<file path="src/rtl/sar_search.sv">
// Successive-approximation search: recovers a hidden target T one bit per step, MSB first, from an external (T < probe) comparator.
// Latency: N*(1+WAIT) edges from accepted start to the edge that raises done; done is a single-cycle pulse.
// Backpressure: start is taken only while ready (IDLE); a start during a search or in DONE is dropped, not queued.
module sar_search #(
    parameter int N    = 32,
    parameter int WAIT = 0
) (
    input  logic         clk_i,
    input  logic         rst_n_i,
    input  logic         start_i,
    output logic         ready_o,
    output logic         busy_o,
    output logic [N-1:0] probe_o,
    input  logic         lt_i,
    output logic         done_o,
    output logic [N-1:0] result_o
);

    localparam int KW = $clog2(N);
    localparam int CW = (WAIT > 0) ? $clog2(WAIT + 1) : 1;

    localparam logic [KW-1:0] K_TOP    = KW'(N - 1);
    localparam logic [CW-1:0] CNT_LAST = CW'(WAIT);
    localparam logic [N-1:0]  ONE      = {{(N-1){1'b0}}, 1'b1};

    typedef enum logic [1:0] {
        S_IDLE  = 2'd0,
        S_PROBE = 2'd1,
        S_DONE  = 2'd2
    } state_t;

    state_t        state_q,  state_d;
    logic [KW-1:0] k_q,      k_d;
    logic [CW-1:0] cnt_q,    cnt_d;
    logic [N-1:0]  acc_q,    acc_d;
    logic [N-1:0]  probe_q,  probe_d;
    logic [N-1:0]  result_q, result_d;

    logic          step_end;
    logic          last_step;
    logic [N-1:0]  bit_k;
    logic [N-1:0]  acc_new;

    // The trial bit k is kept iff the comparator says T is not below the probe.
    // acc_new is only consumed on the sample edge, so lt_i at any other time is a don't-care.
    assign step_end  = (cnt_q == CNT_LAST);
    assign last_step = (k_q == '0);
    assign bit_k     = ONE << k_q;
    assign acc_new   = lt_i ? acc_q : (acc_q | bit_k);

    // State and datapath registers, synchronous active-low reset abandons any search.
    always_ff @(posedge clk_i) begin
        if (!rst_n_i) begin
            state_q  <= S_IDLE;
            k_q      <= '0;
            cnt_q    <= '0;
            acc_q    <= '0;
            probe_q  <= '0;
            result_q <= '0;
        end else begin
            state_q  <= state_d;
            k_q      <= k_d;
            cnt_q    <= cnt_d;
            acc_q    <= acc_d;
            probe_q  <= probe_d;
            result_q <= result_d;
        end
    end

    // Next-state: one pass through PROBE per search, DONE lasts exactly one cycle.
    always_comb begin
        state_d = state_q;
        case (state_q)
            S_IDLE:  if (start_i) state_d = S_PROBE;
            S_PROBE: if (step_end && last_step) state_d = S_DONE;
            S_DONE:  state_d = S_IDLE;
            default: state_d = S_IDLE;
        endcase
    end

    // Datapath next-values: hold probe for 1+WAIT cycles, then fold in lt and set the next trial bit.
    always_comb begin
        k_d      = k_q;
        cnt_d    = cnt_q;
        acc_d    = acc_q;
        probe_d  = probe_q;
        result_d = result_q;
        case (state_q)
            S_IDLE: begin
                if (start_i) begin
                    k_d     = K_TOP;
                    cnt_d   = '0;
                    acc_d   = '0;
                    probe_d = ONE << K_TOP;
                end
            end
            S_PROBE: begin
                if (!step_end) begin
                    cnt_d = cnt_q + 1'b1;
                end else begin
                    acc_d = acc_new;
                    if (!last_step) begin
                        k_d     = k_q - 1'b1;
                        cnt_d   = '0;
                        probe_d = acc_new | (bit_k >> 1);
                    end else begin
                        result_d = acc_new;
                    end
                end
            end
            default: ;
        endcase
    end

    // Status outputs decode directly from the current state.
    always_comb begin
        ready_o = (state_q == S_IDLE);
        busy_o  = (state_q == S_PROBE);
        done_o  = (state_q == S_DONE);
    end

    assign probe_o  = probe_q;
    assign result_o = result_q;

endmodule

</file>
<file path="config.mk">
export PLATFORM = sky130hd
export DESIGN_NAME = sar_search
export DESIGN_NICKNAME = d
export VERILOG_FILES = /design/src/rtl/sar_search.sv
export SDC_FILE = /design/constraint.sdc
export NUM_CORES = 1
export LEC_CHECK = 0
export CAP_MARGIN = 30
export CORE_ASPECT_RATIO = 0.9
export CORE_MARGIN = 8
export CORE_UTILIZATION = 55
export CTS_BUF_LIST = sky130_fd_sc_hd__clkbuf_2 sky130_fd_sc_hd__clkbuf_4 sky130_fd_sc_hd__clkbuf_8
export DETAILED_ROUTE_END_ITERATION = 6
export PLACE_DENSITY = 0.81
export SLEW_MARGIN = 40
export SYNTH_ARGS = -nofsm -noshare
export SYNTH_HDL_FRONTEND = slang
export SYNTH_SLANG_ARGS = --single-unit
</file>
<file path="constraint.sdc">
create_clock -name clk_i -period 2.1 [get_ports clk_i]
set_input_delay 0.21 -clock clk_i [delete_from_list [all_inputs] [get_ports clk_i]]
set_output_delay 0.21 -clock clk_i [all_outputs]
set_load 0.01 [all_outputs]
</file>
Word level (Yosys, flattened, before mapping)
Cells that the tools add are included.
- memories kept: 0
- input port bits: 4
- register bits: 104
- output and inout port bits: 67
- bits in writable memories: 0
- bits in read-only memories: 0
- bits in latches: 0
- word-level logic and storage cells: 45
- multiply operators: 0
- bitwise logic cells: 3
- shift operators: 1
- equal/unequal tests: 6
- div/mod/pow operators: 0
- reductions and logical operators: 9
- magnitude comparators: 0
- multiplexer cells: 18
- add/subtract/negate cells: 2
- operators with widths (kind ; number):
    $mux 32 ; 6
    $pmux 32 s2 ; 2
    $or 32x31->32 ; 1
    $or 32x32->32 ; 1
    $shl 1x5->32 const A ; 1
    $mux 5 ; 3
    $pmux 5 s2 ; 1
    $ne 2x2->1 const B ; 3
    $reduce_and 3->1 ; 2
    $logic_not 5->1 ; 1
    $sub 5x1->5 const B ; 1
    $mux 2 ; 2
    $pmux 2 s2 ; 1
    $reduce_and 2->1 ; 2
    $reduce_and 4->1 ; 1
    $eq 2x1->1 const B ; 1
    $eq 2x2->1 const B ; 1
    $logic_not 2->1 ; 1
    $mux 1 ; 2
    $ne 2x1->1 const B ; 1
    $pmux 1 s2 ; 1
    $reduce_bool 2->1 ; 1
    $add 1x1->1 const B ; 1
    $logic_and 1x1->1 ; 1
    $not 1->1 ; 1

Depth between registers and ports, before layout
Gate-level depths: netlist of run 1.
- word-level depth: 7
- mapped depth: 7
- gate-level depth less buffers: 5

Worst setup path before layout of run 1
OpenSTA, ideal clock, no wires.
- path type: register to register
- start point: register k_q[0]
- end point: register probe_q[19], in the netlist probe_o[19]
- clock period less this slack: 1.754 ns
- library setup time: 0.147 ns
- data required time: 1.953 ns
- setup slack: 0.346 ns
- path buffers: 2
- arrival time: 1.606 ns
- cell stages (with the launch flop): 8
- path through: dfxtp_1 -> inv_1 -> ha_1 -> or4b_1 -> buf_2 -> buf_2 -> a22oi_1 -> a311oi_1
- longest elaborated chain between the ends: 7
- elaborated cells on any way between the ends: 10
- those cells by class: eq/ne: 1; shift: 1; mux: 4; bitwise: 2; reduce/logical: 2
- RTL lines (item ; line ; text):
    start: declaration ; 33 ; logic [KW-1:0] k_q, k_d;
    start signal: assignment ; 62 ; k_q <= k_d;
    $shl 1x5->32 ; 48 ; assign bit_k = ONE << k_q;
    $or 32x32->32 ; 49 ; assign acc_new = lt_i ? acc_q : (acc_q | bit_k);
    $mux 32 ; 49 ;
    $or 32x31->32 ; 105 ; probe_d = acc_new | (bit_k >> 1);
    $mux 32 ; 102 ; if (!last_step) begin
    $mux 32 ; 98 ; if (!step_end) begin
    $pmux 32 s2 ; 88 ; case (state_q)
    end signal: assignment ; 65 ; probe_q <= probe_d;
    end: declaration ; 36 ; logic [N-1:0] probe_q, probe_d;
Parallel ways exist; a longest one is shown, timed or not. The select of a mux whose other input is x is not followed.
A chain may end at the register's enable or synchronous reset.

Worst setup path in the final report of run 1
- start point: register k_q[0]
- end point: register probe_q[18], in the netlist probe_o[18]
Same word-level chain as after synthesis.

==> flow_summary.yaml, run 1 <==
run:
  max-cap-violations: 0
global_routing:
  grt_max_degree: 65
  grt_overflow_total: 0
  grt_usage_pct: 22.8
  antenna_found_initial: 0
  grt_pass1_vias: 3959
  grt_pass1_wl_um: 20000
placement:
  placed_area_um2: 5130
  gp_congestion: 0.880
  port_buffers: 70
  hpwl_um: 8360
  dp_cells: 617
worst_setup_path:
  critPathKind: "flop to flop"
  cp_max_fo: 21
  critPathBufInv: 3
  crit_top_cell: "buf_4"
  worstPathArrival_ns: 2.23
  path_delay_family: "buffers and inverters"
  critPathSlowestCell: "dfxtp_1"
  crit_chain: "inv_1 > ha_1 > buf_4 > nor4b_4 > nor2_4 > buf_4 > a311oi_1"
  critPathMaxStageDelay_ns: 0.36
  worst_ep_required_time_ns: 2.36
  end_kind: "flop"
  startpoint_type: "flop"
clock_network:
  root_buffer: "clkbuf_8"
  clk_latency_ns: 0.36
  cts_tree: "built"
  cts_sinks: 103
  clkSlewWorstSetupHoldPaths_ns: 0.09
  cts_hold_buf: 0
  cts.path.max_buffers: 2
  h-tree-depth: 3
  cts_buffers: 9
sta:
  slew_violations: 0
  setup_viol: 0
  fin_crit_sh_pct: 93.9
  setup_tns_ns: 0
  fin_skew_ns: 0.00641
  max_freq_mhz: 507
  hold_violations: 0
  tightest_slew_ns: 0.547
  slew_headroom_pct: 63.5
  fin_crit_ns: 1.97
  rsz0062_at_grt: "true"
final_layout:
  area_growth_syn_to_layout_pct: 24.8
  final_cell_mix: "dfxtp_1 (103), a21oi_1 (97), clkdlybuf4s50_1 (70)"
  final_cells: 632
  finalNetCount: 541
  final_common_cell: "dfxtp_1"
  n_antenna_cell: 0
  drive_gt1_share_pct: 10.6
  design_area_um2: 5360
detailed_routing:
  drc_errors: 0
  via_per_inst: 6.52
  drt_first_pass_iters: 5
  num_vias: 4122
  wirelength_um: 12500
  detail_route.wl_per_cell_um: 19.7
  drtIter0Drc: 451
  antenna_left: 0
die:
  start_util_pct: 56.9
  die_w_um: 109
  io_pins: 71
  rows: 30
  core_area_um2: 7540
  fp.dieH_um: 99.9
  die_area_um2: 10900
synthesis:
  synth_area_leaders: "dfxtp_1 (48%), a21oi_1 (11%), a211oi_1 (5.9%)"
  synth.distinct_cells: 39
  synth_area_um2: 4300
  synth_warnings: 0
  synth.avg_cell_area_um2: 9.06
  yosys.area_share.adder_pct: 1.46
  syn_inst: 474
  synthMuxAreaShare_pct: 0
  synth_top_family_by_area: "compound AO/OA/AOI/OAI gates"
  synth-xor-area-share_pct: 0.204
  synth_nets: 483
  synthSimpleGateAreaFrac_pct: 13.0
  ys_ff_latch: 103
  synth_top_area_share_pct: 48.0
  synth_compound_area_share_pct: 30.5
  synth-seq-area-share_pct: 48.0
  yosys.area.top_type: "dfxtp_1"
power:
  p_leak_nw: 1.75
  ir_drop_uv: 556
  power.density_nw_per_um2: 879
hold_path:
  hp-class: "flop to flop"
run_status:
  status: "completed"
[worst paths after layout]
kind | to | startpoint | depth (start not counted) | slack (ns)
worst max-delay path | probe_o[18] | k_q[0] | 7 | 0.13
worst min-delay path | probe_o[7] | probe_o[7] | 2 | 0.49
worst max register to register | probe_o[18] | k_q[0] | 7 | 0.13
worst min register to register | probe_o[7] | probe_o[7] | 2 | 0.49
[metal layers]
metal	global-route usage, %	routed length (um)
met1	29.9	5330
met2	34.6	5620
met3	5.25	1230
met4	10.2	294
met5	0	0
[sequential cells by signal (all words and copies together), names as in the netlist]
name      count
acc_q        32
probe_o      32
k_q           5
result_o     32
state_q       2
[stage by stage]
step	worst slack, ns	util, %	power (mW)	hold WS [ns]
2_1_floorplan	0.346	-	2.92	0.339
3_3_place_gp	0.206	68.0	3.37	0.469
3_5_place_dp	0.0758	68.0	3.39	0.475
4_1_cts	0.0362	70.8	4.70	0.488
5_1_grt	-0.00161	71.0	4.91	0.507
6_report	0.129	71.0	4.71	0.487
[power breakdown]
part | internal [mW] | leakage, nW | switching (mW) | total (mW)
Clock | 0.663 | 0.105 | 0.670 | 1.33
Combinational | 0.517 | 0.803 | 0.685 | 1.20
Sequential | 2.08 | 0.837 | 0.0942 | 2.18
[logic make-up (layout without fill, tap and decap cells)]
kind of cell	Yosys count	after routing
AO/OA/AOI/OAI	201	201
XOR/XNOR	1	1
adder cells (fa/ha/maj)	5	5
buffers and inverters	64	126
flip-flops	103	103
AND/OR/NAND/NOR	100	100
[area by class of cell]
cell class / instances / area [um^2]
sequential: 103 / 2060
multi-input combinational: 307 / 1950
clock buffer: 9 / 124
timing repair buffer: 104 / 992
clock inverter: 6 / 86.3
fill: 594 / 2180
tap: 96 / 120
inverter: 7 / 26.3
[cells in the mapped netlist]
cell type / number
nor2_2: 1
nand2b_1: 2
nor3b_1: 6
a22oi_1: 28
nand2_1: 17
nor2_1: 5
and4_1: 1
buf_2: 21
buf_4: 3
xnor2_1: 1
nand4_1: 2
ha_1: 5
a21o_1: 1
inv_1: 6
or3b_2: 1
a221oi_1: 3
o311a_1: 1
a211oi_1: 34
a31oi_1: 4
nor2_4: 1
o41ai_1: 1
dfxtp_1: 103
buf_1: 1
o21ai_0: 1
clkbuf_1: 30
inv_2: 1
nor2b_1: 6
a21oi_1: 97
o31ai_1: 1
nor3_1: 35
and2_1: 1
a311oi_1: 28
and3b_1: 4
a311oi_2: 1
nor4b_4: 1
a41oi_1: 1
or4b_1: 2
nand3_1: 15
buf_6: 2
[worst min-delay path: cells and delay by family (launching register included)]
family	cells	cell delay [ns]
flip-flops	1	0.32
AND/OR/NAND/NOR	1	0.05
AO/OA/AOI/OAI	1	0.07
[repair_timing]
item | in CTS | in global routing
endpoints found under the setup margin | 0 | 39
buffers inserted | 0 | 0
resized for setup | 0 | 5
No activity file was read; power rests on OpenSTA's default activity.
==> inputs of run 2 (changes only) <==
--- a/config.mk
+++ b/config.mk
@@ -5,13 +5,16 @@
 export SDC_FILE = /design/constraint.sdc
 export NUM_CORES = 1
 export LEC_CHECK = 0
+export ABC_AREA = 1
 export CAP_MARGIN = 30
 export CORE_ASPECT_RATIO = 0.9
 export CORE_MARGIN = 8
-export CORE_UTILIZATION = 55
+export CORE_UTILIZATION = 56
 export CTS_BUF_LIST = sky130_fd_sc_hd__clkbuf_2 sky130_fd_sc_hd__clkbuf_4 sky130_fd_sc_hd__clkbuf_8
 export DETAILED_ROUTE_END_ITERATION = 6
-export PLACE_DENSITY = 0.81
+export GPL_TIMING_DRIVEN = 0
+export PLACE_DENSITY = 0.82
+export REMOVE_ABC_BUFFERS = 1
 export SLEW_MARGIN = 40
 export SYNTH_ARGS = -nofsm -noshare
 export SYNTH_HDL_FRONTEND = slang
==> run 2 against run 1 <==
- via count increased by 9.2%
- global-route usage decreased by 1.2 points
- highest routed layer unchanged
- register-to-register slack improved by 0.06 ns
- sequential cell count unchanged
- critical path type unchanged
==> flow_summary.yaml, run 2 <==
run_status:
  status: "completed"
die:
  start_util_pct: 57.3
  core_area_um2: 8030
  die_w_um: 112
  fp.dieH_um: 102
  die_area_um2: 11400
  io_pins: 71
  rows: 31
synthesis:
  netlist_top_cells_count: "nand2_1 (150), dfxtp_1 (103), nand3_1 (83)"
  synth_area_um2: 4600
  ys_ff_latch: 103
  synth.avg_cell_area_um2: 7.20
  ys.flop_type: "dfxtp_1"
  synth_warnings: 0
  syn_inst: 639
  synth-seq-area-share_pct: 44.8
  synthArstFlopShare_pct: 0
  post-synth-top-count-cell: "nand2_1"
  synth-edff-count: 0
  synth_area_leaders: "dfxtp_1 (45%), nand2_1 (12%), nand3_1 (9.0%)"
  yosys.area.top_type: "dfxtp_1"
  synth.distinct_cells: 27
  synth_top_area_share_pct: 44.8
sta:
  slew_violations: 0
  fin_skew_ns: 0.00847
  max_freq_mhz: 522
  fin_crit_ns: 1.92
  setup_viol: 0
  fin_crit_sh_pct: 91.2
  slew_headroom_pct: 49.0
  hold_violations: 0
  tightest_slew_ns: 0.765
  rsz0062_at_grt: "false"
detailed_routing:
  num_vias: 4503
  drc_errors: 0
  drtIter0Drc: 337
  drt_first_pass_iters: 5
  antenna_left: 0
  via_per_inst: 5.77
  detail_route.wl_per_cell_um: 15.7
  wirelength_um: 12300
power:
  ir_drop_uv: 394
  p_leak_nw: 2.14
  combPwrFrac_pct: 19.4
  power.density_nw_per_um2: 760
  swShare_pct: 32.0
  seq_power_share_pct: 50.6
  net-switching-power_mw: 1.33
  pwr-share-clk_pct: 30.1
  p_int_mw: 2.82
worst_setup_path:
  critPathKind: "flop to flop"
  cp.depth: 8
  r2r_cells: 8
  startpoint_type: "flop"
  critPathBufInv: 2
  path_delay_family: "simple AND/OR/NAND/NOR gates"
  rr_endpoint: "result_o[13]"
  crit_start: "k_q[1]"
  worstPathArrival_ns: 2.20
  critPathSlowestCell: "dfxtp_1"
  end_kind: "flop"
  crit_chain: "inv_1 > ha_4 > nand2_1 > nor2_4 > nand3_4 > inv_4 > nand2_4 > o21ai_0"
  r2r-start: "k_q[1]"
  endpoint: "result_o[13]"
  worst_ep_required_time_ns: 2.38
  rrSetupSlack_ns: 0.18
  cp_max_fo: 20
  critPathMaxStageDelay_ns: 0.37
clock_network:
  cts_sinks: 103
  cts_buffers: 9
  clkSlewWorstSetupHoldPaths_ns: 0.09
  root_buffer: "clkbuf_8"
  h-tree-depth: 3
  clk_latency_ns: 0.36
  cts.path.max_buffers: 2
  cts_tree: "built"
global_routing:
  grt_pass1_wl_um: 20300
  grt_max_degree: 41
  grt_usage_pct: 21.6
  grt_pass1_vias: 4316
  antenna_found_initial: 0
  grt_overflow_total: 0
placement:
  port_buffers: 70
  dp_cells: 761
  gp_congestion: 0.786
  placed_area_um2: 5180
  hpwl_um: 7410
final_layout:
  drive_gt1_share_pct: 6.46
  n_antenna_cell: 0
  final_cells: 780
  final_common_cell: "nand2_1"
  finalNetCount: 686
  area_growth_syn_to_layout_pct: 18.7
  final_cell_mix: "nand2_1 (147), dfxtp_1 (102), nand3_1 (83)"
  nFillCells: 675
  design_area_um2: 5460
run:
  max-cap-violations: 0
hold_path:
  hp-class: "input pin to flop"
-- run 2: through the flow --
stage          utilization [%]  power [mW]  setup TNS (ns)  hold WS, ns  worst slack [ns]
2_1_floorplan                -        2.59           -6.32        0.330            -0.219
3_3_place_gp              64.3        2.83         -121.99        0.453             -1.47
3_5_place_dp              64.5        2.87          -39.13        0.457            -0.973
4_1_cts                   67.9        4.15               0        0.428            0.0771
5_1_grt                   68.0        4.34               0        0.455            0.0260
6_report                  68.0        4.15               0        0.442             0.185
-- run 2: per-layer routing --
layer	wire length (um)	share of wire, %	GRT usage (%)	vias up
li1	-	-	-	2169
met1	5220	43	24.9	2099
met2	5770	47	38.6	209
met3	1130	9.2	5.79	26
met4	147	1.2	6.72	0
met5	0	0	0	-
-- run 2: layout make-up --
type	instances	area (um^2)	share of cell area (%)
clock buffers	11	151	2.77
clock inverters	4	45.0	0.825
inverters	64	255	4.67
multi-input cells	425	2080	38.2
flip-flops and latches	103	2070	37.8
well taps	99	124	2.27
repair buffers	73	731	13.4
repair inverters	1	3.75	0.0687
-- run 2: worst min-delay path by stage --
stage / from / to / slack, ns / depth (start not counted)
final: rst_n_i / k_q[1] / 0.44 / 3
after detailed placement: probe_o[1] / probe_o[1] / 0.46 / 2
after global routing: rst_n_i / k_q[1] / 0.45 / 3
after global placement: probe_o[14] / probe_o[14] / 0.45 / 2
after floorplan: rst_n_i / probe_o[31] / 0.33 / 2
after CTS: rst_n_i / k_q[1] / 0.43 / 3
-- run 2: timing repair --
item / 4_1_cts / 5_1_grt
hold buffers: 0 / 0
setup buffers: 2 / 0
gates cloned: 2 / 0
gates resized for setup: 11 / 6
setup endpoints to repair: 72 / 16
pin swaps: 0 / 0
-- run 2: cells by family (layout without fill, tap and decap cells) --
family | Yosys count | in the layout | share of synthesized area, %
and+or+nand+nor | 309 | 310 | 30.7
AOI/OAI and AO/OA | 110 | 110 | 12.2
buffers and inverters | 112 | 153 | 11.0
adders and majority gates | 5 | 5 | 1.36
DFF | 103 | 103 | 44.8
-- run 2: worst min-delay path: cells and delay by family --
kind                   cells  cell delay, ns
buffers and inverters      1            0.35
AND/OR/NAND/NOR            2            0.19
-- run 2: power groups by stage --
stage | clock [mW] | sequential, mW | combinational [mW]
2_1_floorplan | 0 | 2.12 | 0.472
3_3_place_gp | 0 | 2.13 | 0.703
3_5_place_dp | 0 | 2.13 | 0.731
4_1_cts | 1.27 | 2.09 | 0.785
5_1_grt | 1.36 | 2.11 | 0.872
6_report | 1.25 | 2.10 | 0.805
